### src/rtl/ps2_keyboard_pkg.sv
// ----------------------------------------------------------------------------
// ps2_keyboard_pkg
// Shared definitions for the PS/2 keyboard receiver:
//   - scan-code set 2 prefix and shift constants
//   - receive FSM state encoding
//   - ASCII constants for the non-printing keys the lookup produces
//   - helper that forms a letter's ASCII code from its alphabet index
// ----------------------------------------------------------------------------
package ps2_keyboard_pkg;

  // Scan-code set 2 prefixes and shift keys
  localparam logic [7:0] SC_EXT    = 8'hE0;
  localparam logic [7:0] SC_BREAK  = 8'hF0;
  localparam logic [7:0] SC_LSHIFT = 8'h12;
  localparam logic [7:0] SC_RSHIFT = 8'h59;

  // ASCII codes produced by the lookup
  localparam logic [7:0] ASCII_CR  = 8'h0D;
  localparam logic [7:0] ASCII_BS  = 8'h08;
  localparam logic [7:0] ASCII_SP  = 8'h20;
  localparam logic [7:0] ASCII_NUL = 8'h00;

  // Receive FSM states
  typedef enum logic [1:0] {
    ST_IDLE   = 2'd0,
    ST_DATA   = 2'd1,
    ST_PARITY = 2'd2,
    ST_STOP   = 2'd3
  } ps2_state_e;

  // Alphabet index 0..25 -> 'a'..'z', or 'A'..'Z' when shift is held
  function automatic logic [7:0] letter_ascii(input logic [4:0] idx,
                                              input logic       shift);
    letter_ascii = (shift ? 8'h41 : 8'h61) + {3'b000, idx};
  endfunction

endpackage

### src/rtl/ps2_scan_to_ascii.sv
// ----------------------------------------------------------------------------
// ps2_scan_to_ascii
// Combinational translation of a scan-code set 2 make code to ASCII.
// Letters honour shift, digits are unshifted, plus space, enter and
// backspace. Any code outside the table yields 0x00.
// Ports:
//   i_scan  [7:0]  make code
//   i_shift        shift key currently held
//   o_ascii [7:0]  ASCII code, 0x00 when the key has no mapping
// ----------------------------------------------------------------------------
module ps2_scan_to_ascii
  import ps2_keyboard_pkg::*;
(
  input  logic [7:0] i_scan,
  input  logic       i_shift,
  output logic [7:0] o_ascii
);

  logic [4:0] w_idx;
  logic       w_is_letter;

  // NOTE: every output of a combinational block is given a default first, so
  // no path through the case statements leaves a value held (no latch).
  always_comb begin
    w_idx       = 5'd0;
    w_is_letter = 1'b1;
    o_ascii     = ASCII_NUL;
    case (i_scan)
      8'h1C: w_idx = 5'd0;   // a
      8'h32: w_idx = 5'd1;   // b
      8'h21: w_idx = 5'd2;   // c
      8'h23: w_idx = 5'd3;   // d
      8'h24: w_idx = 5'd4;   // e
      8'h2B: w_idx = 5'd5;   // f
      8'h34: w_idx = 5'd6;   // g
      8'h33: w_idx = 5'd7;   // h
      8'h43: w_idx = 5'd8;   // i
      8'h3B: w_idx = 5'd9;   // j
      8'h42: w_idx = 5'd10;  // k
      8'h4B: w_idx = 5'd11;  // l
      8'h3A: w_idx = 5'd12;  // m
      8'h31: w_idx = 5'd13;  // n
      8'h44: w_idx = 5'd14;  // o
      8'h4D: w_idx = 5'd15;  // p
      8'h15: w_idx = 5'd16;  // q
      8'h2D: w_idx = 5'd17;  // r
      8'h1B: w_idx = 5'd18;  // s
      8'h2C: w_idx = 5'd19;  // t
      8'h3C: w_idx = 5'd20;  // u
      8'h2A: w_idx = 5'd21;  // v
      8'h1D: w_idx = 5'd22;  // w
      8'h22: w_idx = 5'd23;  // x
      8'h35: w_idx = 5'd24;  // y
      8'h1A: w_idx = 5'd25;  // z
      default: begin
        w_is_letter = 1'b0;
        case (i_scan)
          8'h45:   o_ascii = 8'h30;  // 0
          8'h16:   o_ascii = 8'h31;  // 1
          8'h1E:   o_ascii = 8'h32;  // 2
          8'h26:   o_ascii = 8'h33;  // 3
          8'h25:   o_ascii = 8'h34;  // 4
          8'h2E:   o_ascii = 8'h35;  // 5
          8'h36:   o_ascii = 8'h36;  // 6
          8'h3D:   o_ascii = 8'h37;  // 7
          8'h3E:   o_ascii = 8'h38;  // 8
          8'h46:   o_ascii = 8'h39;  // 9
          8'h29:   o_ascii = ASCII_SP;
          8'h5A:   o_ascii = ASCII_CR;
          8'h66:   o_ascii = ASCII_BS;
          default: o_ascii = ASCII_NUL;
        endcase
      end
    endcase
    if (w_is_letter) o_ascii = letter_ascii(w_idx, i_shift);
  end

endmodule

### src/rtl/ps2_keyboard.sv
// ----------------------------------------------------------------------------
// ps2_keyboard
// PS/2 keyboard receiver: synchronises and de-glitches the raw keyboard
// lines, deserialises 11-bit frames, tracks break/extended/shift state,
// translates make codes to ASCII and queues them for the CPU.
// Ports:
//   clock             50 MHz system clock
//   reset             asynchronous active-low reset
//   ps2_clk           raw keyboard clock (asynchronous)
//   ps2_data          raw keyboard data (asynchronous)
//   key_rd            one-cycle pop strobe from the CPU
//   bus_keyboard[7:0] ASCII at the queue head, 0x00 when empty
//   key_valid         queue non-empty
//   parity_err        one-cycle pulse on a frame dropped for parity/stop
//   overflow          sticky, a key was lost to a full queue
// ----------------------------------------------------------------------------
module ps2_keyboard
  import ps2_keyboard_pkg::*;
#(
  parameter int FILTER_LEN     = 8,
  parameter int TIMEOUT_CYCLES = 100000,
  parameter int FIFO_DEPTH     = 4
) (
  input  logic       clock,
  input  logic       reset,
  input  logic       ps2_clk,
  input  logic       ps2_data,
  input  logic       key_rd,
  output logic [7:0] bus_keyboard,
  output logic       key_valid,
  output logic       parity_err,
  output logic       overflow
);

  localparam int FW = (FILTER_LEN > 1) ? $clog2(FILTER_LEN) : 1;
  localparam int TW = $clog2(TIMEOUT_CYCLES + 1);
  localparam int AW = (FIFO_DEPTH > 1) ? $clog2(FIFO_DEPTH) : 1;
  localparam int CW = AW + 1;

  // --------------------------------------------------------------------------
  // Input conditioning: bit 0 = ps2_clk, bit 1 = ps2_data. Lines idle high.
  // --------------------------------------------------------------------------
  logic [1:0]    r_sync1, r_sync2, r_filt;
  logic [FW-1:0] r_fcnt [2];
  logic          r_clk_filt_d;
  logic          w_fall;

  // NOTE: state is only ever updated with non-blocking assignments so every
  // register samples the pre-edge value of every other register.
  always_ff @(posedge clock or negedge reset) begin
    if (!reset) begin
      r_sync1      <= 2'b11;
      r_sync2      <= 2'b11;
      r_filt       <= 2'b11;
      r_clk_filt_d <= 1'b1;
      for (int i = 0; i < 2; i++) r_fcnt[i] <= '0;
    end else begin
      r_sync1      <= {ps2_data, ps2_clk};
      r_sync2      <= r_sync1;
      r_clk_filt_d <= r_filt[0];
      // A new level is accepted after FILTER_LEN consecutive disagreeing
      // samples; any agreeing sample restarts the count.
      for (int i = 0; i < 2; i++) begin
        if (r_sync2[i] == r_filt[i]) begin
          r_fcnt[i] <= '0;
        end else if (r_fcnt[i] == FW'(FILTER_LEN - 1)) begin
          r_filt[i] <= r_sync2[i];
          r_fcnt[i] <= '0;
        end else begin
          r_fcnt[i] <= r_fcnt[i] + FW'(1);
        end
      end
    end
  end

  // One-cycle strobe in the cycle after the filtered clock fell; the FSM acts
  // on it at the following edge, sampling the filtered data line.
  assign w_fall = r_clk_filt_d & ~r_filt[0];

  // --------------------------------------------------------------------------
  // Frame receive FSM
  // --------------------------------------------------------------------------
  ps2_state_e r_state, w_state_nxt;
  logic [2:0]    r_bit_cnt;
  logic [7:0]    r_sreg;
  logic          r_parity;
  logic [TW-1:0] r_to_cnt;
  logic          w_data_bit, w_timeout, w_shift_en, w_frame_done, w_frame_good;

  assign w_data_bit = r_filt[1];
  assign w_timeout  = (r_state != ST_IDLE) && (r_to_cnt == TW'(TIMEOUT_CYCLES - 1));

  always_ff @(posedge clock or negedge reset) begin
    if (!reset) r_state <= ST_IDLE;
    else        r_state <= w_state_nxt;
  end

  always_comb begin
    w_state_nxt  = r_state;
    w_shift_en   = 1'b0;
    w_frame_done = 1'b0;
    w_frame_good = 1'b0;
    if (w_fall) begin
      case (r_state)
        ST_IDLE:   if (!w_data_bit) w_state_nxt = ST_DATA;
        ST_DATA: begin
          w_shift_en = 1'b1;
          if (r_bit_cnt == 3'd7) w_state_nxt = ST_PARITY;
        end
        ST_PARITY: w_state_nxt = ST_STOP;
        ST_STOP: begin
          w_frame_done = 1'b1;
          w_frame_good = w_data_bit && (^{r_sreg, r_parity});
          w_state_nxt  = ST_IDLE;
        end
        default:   w_state_nxt = ST_IDLE;
      endcase
    end else if (w_timeout) begin
      // Abandon the partial frame silently.
      w_state_nxt = ST_IDLE;
    end
  end

  logic       r_byte_valid, r_parity_err;
  logic [7:0] r_byte;

  always_ff @(posedge clock or negedge reset) begin
    if (!reset) begin
      r_bit_cnt    <= '0;
      r_sreg       <= '0;
      r_parity     <= 1'b0;
      r_to_cnt     <= '0;
      r_byte_valid <= 1'b0;
      r_byte       <= '0;
      r_parity_err <= 1'b0;
    end else begin
      if (r_state == ST_IDLE || w_fall) r_to_cnt <= '0;
      else                               r_to_cnt <= r_to_cnt + TW'(1);

      if (r_state == ST_IDLE)  r_bit_cnt <= '0;
      else if (w_shift_en)     r_bit_cnt <= r_bit_cnt + 3'd1;

      if (w_shift_en) r_sreg <= {w_data_bit, r_sreg[7:1]};  // LSB first
      if (w_fall && r_state == ST_PARITY) r_parity <= w_data_bit;

      r_byte_valid <= w_frame_done && w_frame_good;
      r_parity_err <= w_frame_done && !w_frame_good;
      if (w_frame_done) r_byte <= r_sreg;
    end
  end

  // --------------------------------------------------------------------------
  // Decoder: prefix/shift tracking and translation
  // --------------------------------------------------------------------------
  logic       r_ext, r_brk, r_shift_held;
  logic [7:0] w_ascii;
  logic       w_is_prefix, w_is_shift, w_push_req;

  ps2_scan_to_ascii u_lookup (
    .i_scan  (r_byte),
    .i_shift (r_shift_held),
    .o_ascii (w_ascii)
  );

  assign w_is_prefix = (r_byte == SC_EXT) || (r_byte == SC_BREAK);
  assign w_is_shift  = (r_byte == SC_LSHIFT) || (r_byte == SC_RSHIFT);
  assign w_push_req  = r_byte_valid && !w_is_prefix && !w_is_shift &&
                       !r_brk && !r_ext && (w_ascii != ASCII_NUL);

  always_ff @(posedge clock or negedge reset) begin
    if (!reset) begin
      r_ext        <= 1'b0;
      r_brk        <= 1'b0;
      r_shift_held <= 1'b0;
    end else if (r_byte_valid) begin
      if (r_byte == SC_EXT) begin
        r_ext <= 1'b1;
      end else if (r_byte == SC_BREAK) begin
        r_brk <= 1'b1;
      end else begin
        if (w_is_shift) r_shift_held <= ~r_brk;
        r_ext <= 1'b0;
        r_brk <= 1'b0;
      end
    end
  end

  // --------------------------------------------------------------------------
  // Key FIFO
  // --------------------------------------------------------------------------
  logic [7:0]    r_mem [FIFO_DEPTH];
  logic [AW-1:0] r_wr_ptr, r_rd_ptr;
  logic [CW-1:0] r_count;
  logic          r_overflow;
  logic          w_full, w_do_pop, w_do_push;

  assign w_full    = (r_count == CW'(FIFO_DEPTH));
  assign w_do_pop  = key_rd && (r_count != '0);
  // A pop in the same cycle frees the slot, so a push into a full queue
  // still succeeds when the CPU reads at the same time.
  assign w_do_push = w_push_req && (!w_full || w_do_pop);

  // NOTE: the storage array has no reset; the count gates every read, so stale
  // contents are never visible and the array can map to plain RAM/flops.
  always_ff @(posedge clock) begin
    if (w_do_push) r_mem[r_wr_ptr] <= w_ascii;
  end

  always_ff @(posedge clock or negedge reset) begin
    if (!reset) begin
      r_wr_ptr   <= '0;
      r_rd_ptr   <= '0;
      r_count    <= '0;
      r_overflow <= 1'b0;
    end else begin
      if (w_do_push) r_wr_ptr <= r_wr_ptr + AW'(1);
      if (w_do_pop)  r_rd_ptr <= r_rd_ptr + AW'(1);
      case ({w_do_push, w_do_pop})
        2'b10:   r_count <= r_count + CW'(1);
        2'b01:   r_count <= r_count - CW'(1);
        default: r_count <= r_count;
      endcase
      if (w_push_req && !w_do_push) r_overflow <= 1'b1;
    end
  end

  assign key_valid    = (r_count != '0);
  assign bus_keyboard = key_valid ? r_mem[r_rd_ptr] : ASCII_NUL;
  assign parity_err   = r_parity_err;
  assign overflow     = r_overflow;

endmodule
### config.mk
export PLATFORM = sky130hd
export DESIGN_NAME = ps2_keyboard
export DESIGN_NICKNAME = d
export VERILOG_FILES = /design/src/rtl/ps2_keyboard_pkg.sv /design/src/rtl/ps2_scan_to_ascii.sv /design/src/rtl/ps2_keyboard.sv
export SDC_FILE = /design/constraint.sdc
export NUM_CORES = 1
export LEC_CHECK = 0
export ABC_AREA = 1
export CORE_ASPECT_RATIO = 1.4
export CORE_MARGIN = 5
export CORE_UTILIZATION = 40
export CTS_CLUSTER_SIZE = 8
export DETAILED_ROUTE_END_ITERATION = 10
export PLACE_DENSITY = 0.6
export SLEW_MARGIN = 5
export SYNTH_ARGS = -nofsm -noshare
export SYNTH_HDL_FRONTEND = slang
export SYNTH_SLANG_ARGS = --single-unit
### constraint.sdc
create_clock -name clock -period 2.85 [get_ports clock]
set_clock_uncertainty 0.2 [all_clocks]
set_input_delay 0.57 -clock clock [delete_from_list [all_inputs] [get_ports clock]]
set_output_delay 0.57 -clock clock [all_outputs]
set_load 0.01 [all_outputs]
## After elaboration in Yosys (flattened, before gate mapping)

Memories as Yosys holds them, arrays and structs flattened.
Index checks and enable logic that the tools add are counted.

- Bits in writable memories: 32
- Memories: 1
- Logic and storage cells: 167
- Output and inout bits: 11
- Register bits: 65
- Bits of input ports: 5

- Add/sub/neg operators: 9
- Eq/ne operators: 58
- Reduce and logical (&&, ||, !) cells: 39
- Bitwise operators: 7
- Muxes and demuxes: 31

Memories:

| memory | depth | bits a word | read ports | clocked after memory_dff | wr ports | RTL line | RTL |
|---|---|---|---|---|---|---|---|
| r_mem | 4 | 8 | 1 | 0 | 1 | ps2_keyboard.sv:191 | `logic [7:0] r_mem [FIFO_DEPTH];` |

Operators by type and width:

| operator | count |
|---|---|
| $eq 8x6->1 const B | 23 |
| $pmux 5 s25 | 1 |
| $eq 8x7->1 const B | 10 |
| $pmux 6 s13 | 1 |
| $eq 8x5->1 const B | 8 |
| $reduce_or 26->1 | 1 |
| $mux 8 | 3 |
| $mux 3 | 6 |
| $add 17x1->17 const B | 1 |
| $eq 17x17->1 const B | 1 |
| $mux 17 | 1 |
| $eq 8x8->1 const B | 2 |
| $logic_and 1x1->1 | 13 |
| $add 3x1->3 const B | 4 |
| $eq 3x3->1 const B | 4 |
| $mux 1 | 12 |
| $reduce_xor 9->1 | 1 |
| $add 8x5->8 | 1 |
| $mux 2 | 4 |
| $pmux 2 s4 | 1 |
| $reduce_and 2->1 | 4 |
| $reduce_bool 2->1 | 4 |
| $reduce_bool 8->1 | 1 |
| $logic_not 1->1 | 7 |
| 16 further kinds | 30 |

## Longest topological paths before layout

- Depth after elaboration: 11
- Mapped depth: 25
- Depth with buffers taken out: 25

## Hierarchy

A second synthesis with hierarchy kept.

- Cell total of the unflattened synthesis: 667
- Area, all modules: 5271.3 um2

By module, submodules not included:

| module | times used | sequential area each (um2) | cells each | area an instance (um2) |
|---|---|---|---|---|
| ps2_keyboard | 1 | 2596.2 | 486 | 4494.3 |
| ps2_scan_to_ascii | 1 | 0.0 | 181 | 777.0 |

## Worst setup path after synthesis

Ideal clock, no wire load.

- Path type: flip-flop to flip-flop
- Start point: register r_byte[2]
- End point: register r_count[2]
- Library setup time: 0.113 ns
- Arrival time: 2.516 ns
- Stages on the path, launching flop included: 24
- Data required time: 2.537 ns
- Period minus slack after synthesis: 2.829 ns
- Path slack: 0.021 ns
- Cell sequence: dfrtp_1 > buf_4 > nor2_1 > nand2_1 > a21oi_1 > nor2_1 > nand3_1 > ha_1 > inv_1 > nand3_1 > nand3_2 > nand2_2 > nor2_2 > nand3_2 > nand2_2 > nand2_2 > inv_1 > fa_1 > inv_1 > nand2_1 > nand2_1 > nand2_1 > nand2_1 > inv_1

- Elaborated cells on any way between the ends: 65

RTL lines:

| what | RTL line | RTL |
|---|---|---|
| start: declaration | ps2_keyboard.sv:125 | `logic [7:0] r_byte;` |
| start signal: assignment | ps2_keyboard.sv:148 | `if (w_frame_done) r_byte <= r_sreg;` |
| $eq 8x5->1 (tied with other cells) | ps2_scan_to_ascii.sv:28 | `case (i_scan)` |
| $pmux 5 s25 (tied with other cells) | ps2_scan_to_ascii.sv:28 |  |
| $add 8x5->8 (tied with other cells) | ps2_keyboard_pkg.sv:34 | `letter_ascii = (shift ? 8'h41 : 8'h61) + {3'b000, idx};` |
| $mux 8 (*) | ps2_scan_to_ascii.sv:75 | `if (w_is_letter) o_ascii = letter_ascii(w_idx, i_shift);` |
| via u_lookup.o_ascii[2] | ps2_scan_to_ascii.sv:16 | `output logic [7:0] o_ascii` |
| $reduce_bool 8->1 (*) | ps2_keyboard.sv:168 | `!r_brk && !r_ext && (w_ascii != ASCII_NUL);` |
| $logic_and 1x1->1 (*) | ps2_keyboard.sv:168 |  |
| $logic_and 1x1->1 (*) | ps2_keyboard.sv:201 | `assign w_do_push = w_push_req && (!w_full \|\| w_do_pop);` |
| $eq 2x1->1 / $eq 2x2->1 (equally long branches) | ps2_keyboard.sv:218 | `case ({w_do_push, w_do_pop})` |
| $pmux 3 s2 / $reduce_bool 2->1 (equally long branches) | -- |  |
| end signal: assignment | ps2_keyboard.sv:219 | `2'b10: r_count <= r_count + CW'(1);` |
| end signal: assignment | ps2_keyboard.sv:220 | `2'b01: r_count <= r_count - CW'(1);` |
| end signal: assignment | ps2_keyboard.sv:221 | `default: r_count <= r_count;` |
| end: declaration | ps2_keyboard.sv:193 | `logic [CW-1:0] r_count;` |

Mark *: on every way through the listed nets, which the timed path passes. The rest lies on a longest branch.
A chain may end at the register's enable or synchronous reset.

## Worst setup path in the final report

- Start point: register r_byte[3]
- End point: register r_count[1]

The elaborated chain is that of the path after synthesis.

==> summary.md <==
| Metric | Value |
|---|---|
| Power share of the combinational group | 0.250 |
| CORE AREA | 12300 um2 |
| Worst EP arrival | 2.98 ns |
| Setup TNS | -0.380 ns |
| Root Buffer Master | clkbuf_16 |
| Initial Util | 0.408 |
| CTS tree | built |
| Clock period minus worst slack | 2.95 ns |
| YS warnings | 0 |
| Placed instance count | 805 |
| Starting DRT DRC Count | 102 |
| Crit end category | flip-flop |
| Met2 usage | 0.294 |
| Die area | between 10000 and 15000 um2 |
| Net Sw Frac | 0.290 |
| Area contributors post-synth | dfrtp_1, edfxtp_1, nand2_1 |
| Biggest area consumer among synthesized cells | dfrtp_1 |
| Most common cell after layout, fill and taps aside | buf_4 |
| CTS Buf Count | 9 |
| Final setup viols | 14 |
| FF-to-FF Start | r_byte[3] |
| Largest net degree at the start of global routing | 66 |
| Tot GR Track Use | 0.148 |
| Violated checks | setup timing |
| Final worst setup slack | -0.0964 ns |
| F_max | around 0.34 GHz |
| Clk_lat worst skew | 0.34 ns |
| Placed inst area | 5800 um2 |
| VDD IR max | 0.299 mV |
| Area taken by multi-input logic gates | 2450 um2 |
| IO Pins | 16 |
| Total power | 3.66 mW |
| Layout Nets | 723 |
| Cells after Synth | around 580 |
| Routability cong. | roughly 0.85 |
| Global-route wire length before repair | 18100 um |
| Register area | 2600 um2 |
| Dpl ws | -0.274 ns |
| Via count | 4169 |
| Finished Core Util | 0.545 |
| Flops & latches, synth | just under 100 |
| Die H | 143 um |
| Initial antenna violation count | 0 |
| Worst Max-Slew Pin Slew | approximately 0.53 ns |
| Crit start category | flip-flop |
| Crit path from | r_byte[3] |
| H-Tree Level Count | 3 |
| P_sw | 1.06 mW |
| Distinct cells, synth | 38 |
| Commonest cells after routing, fill and taps aside | buf_4, nand2_1, nor2_1, dfrtp_1, inv_1 |
| Diode count | 0 |
| Tcrit/Tclk final | 1.03 |
| DR vias/cell | about 4.9 |
| Internal power | between 2 and 3 mW |
| Port bufs | 15 |
| Site Rows | 48 |
| Max Cap Viol | 0 |
| Sequential power share | 0.440 |
| Share of cells above drive strength 1 | 0.337 |
| Fillers | between 1000 and 1500 |
| Hold WS | 0.0340 ns |
| RSZ-0062 raised after global routing | yes |
| Post-DR wirelength/cell | 13.0 um |
| Max-slew violations | 0 |
| Post-synth top area share | 0.289 |
| Crit path max fanout | 6 |
| Final wirelength | 11200 um |
| Worst-path clk slew | 0.06 ns |
| Met1 Use GR | 0.150 |
| GR Util met3 | 0.0336 |
| Clock buffer depth | 2 |
| Status | complete, but fails checks |
| Hold_buf cts | 0 |
| Final Hold Fails | 0 |
| Sequential share of the synthesized area | 0.517 |
| Critical path class | reg2reg |
| Mean Syn Cell Area | between 8 and 9 um2 |
| Final Non-Filler Cells | approximately 860 |
| Post-route cell area | 6700 um2 |
| Pleak | 3.11 nW |
| Total gr overflow | 0 |
| WP data required | 2.88 ns |
| Routed Antenna Nets | 0 |
| DP Wirelength | 7880 um |
| Die Width | approximately 100 um |
| DRT Pass-1 Iters | 4 |
| Area Overhead vs Synth | 33.5% |
| GRT busiest layer | met2 |
| Mapped Area | 5020 um2 |
| Clock share of power | 0.310 |
| Drt drc | 0 |
| Cell Pwr Density | 546 nW/um2 |
| Number of global-route vias before repair | 4022 |
| Slew headroom | 0.648 |
| Hold Path Class | in2async |
| CTS sink count | 97 |
kinds of logic (layout without fill, tap and decap cells):
family	Yosys count	count (layout)	synth area share
simple gates	294	294	0.266
flops	97	97	0.517
compound gates	81	81	0.0870
buf+inv	80	199	0.0606
fa+ha+maj	17	17	0.0439
xor+xnor	14	14	0.0244
other cells	1	4	0.000747
final timing paths:
kind,cells after the start,slack (ns),end
max,20,-0.1,r_count[1]
min,2,0.03,r_fcnt[1]
max reg2reg,20,-0.1,r_count[1]
min reg2reg,0,0.16,r_sync2[1]
max in group asynchronous,2,2.08,r_filt[0]
min in group clock,0,0.16,r_sync2[1]
final cells by class:
type,count,share of cell area
inverter,71,0.0420
clock inverter,2,0.00168
clock buffer,14,0.0396
sequential,97,0.388
timing repair buffer,111,0.135
tap,150,0.0280
multi-input combinational,410,0.365
timing repair inverter,1,0.000747
registers in the layout (all words and copies together), names as in the netlist, 3 cells and up:
name       count
r_bit_cnt      3
r_byte         8
r_count        3
r_fcnt         6
r_mem         32
r_sreg         8
r_to_cnt      17
metal layers:
metal	wire (um)	part of all wire
met5	0	0
met4	337	0.030
met3	264	0.024
met2	6330	0.57
met1	4230	0.38
synth_stat cells:
master	n
edfxtp_1	32
and2b_4	1
and3_1	1
fa_1	1
nor3_1	9
nand3_2	6
o21a_1	1
nor4_1	6
buf_4	1
o2111ai_1	1
nand4_1	4
o21bai_1	1
dfstp_2	7
a21oi_1	23
conb_1	1
nor3b_1	4
o21ai_0	45
nor4_2	1
dfrtp_1	58
inv_2	11
nand2_1	117
nand3_1	19
nor2_4	2
nor2_2	15
nand2_4	1
ha_1	16
nor2_1	91
a211oi_1	4
clkinv_1	2
a221oi_1	1
xor2_1	7
nand2_2	16
or2_2	1
inv_1	58
o211ai_1	2
clkbuf_1	8
xnor2_1	7
a31oi_1	3
worst max-delay path: stages (launching register included):
cell	delay (ns)
dfrtp_2	0.49
nand2_4	0.10
buf_4	0.12
nor2_2	0.05
nand2_2	0.07
nand2_2	0.05
buf_4	0.13
nor2_2	0.13
nand2_2	0.08
nor2_4	0.12
nand3_2	0.08
and2b_4	0.18
nor2_4	0.11
nand3_2	0.09
buf_6	0.13
nand2_4	0.06
nand2_4	0.05
inv_2	0.05
fa_2	0.42
nand2_1	0.08
nand2_1	0.05
power by group through the flow:
| stage | sequential (mW) | combinational (mW) | clock (mW) |
|---|---|---|---|
| 6_report | 1.61 | 0.914 | 1.13 |
| 5_1_grt | 1.62 | 1.03 | 1.23 |
| 4_1_cts | 1.61 | 0.888 | 1.17 |
| 3_5_place_dp | 1.64 | 0.882 | 0 |
| 3_3_place_gp | 1.63 | 0.853 | 0 |
| 2_1_floorplan | 1.61 | 0.528 | 0 |
what timing repair did:
action / 4_1_cts / 5_1_grt
gates resized for setup: 50 / 58
endpoints found under the hold margin: 0 / 0
endpoints found under the setup margin: 34 / 45
pin swaps: 22 / 38
cloned: 0 / 1
setup buffers: 18 / 16
(Power assumes the default switching activity.)
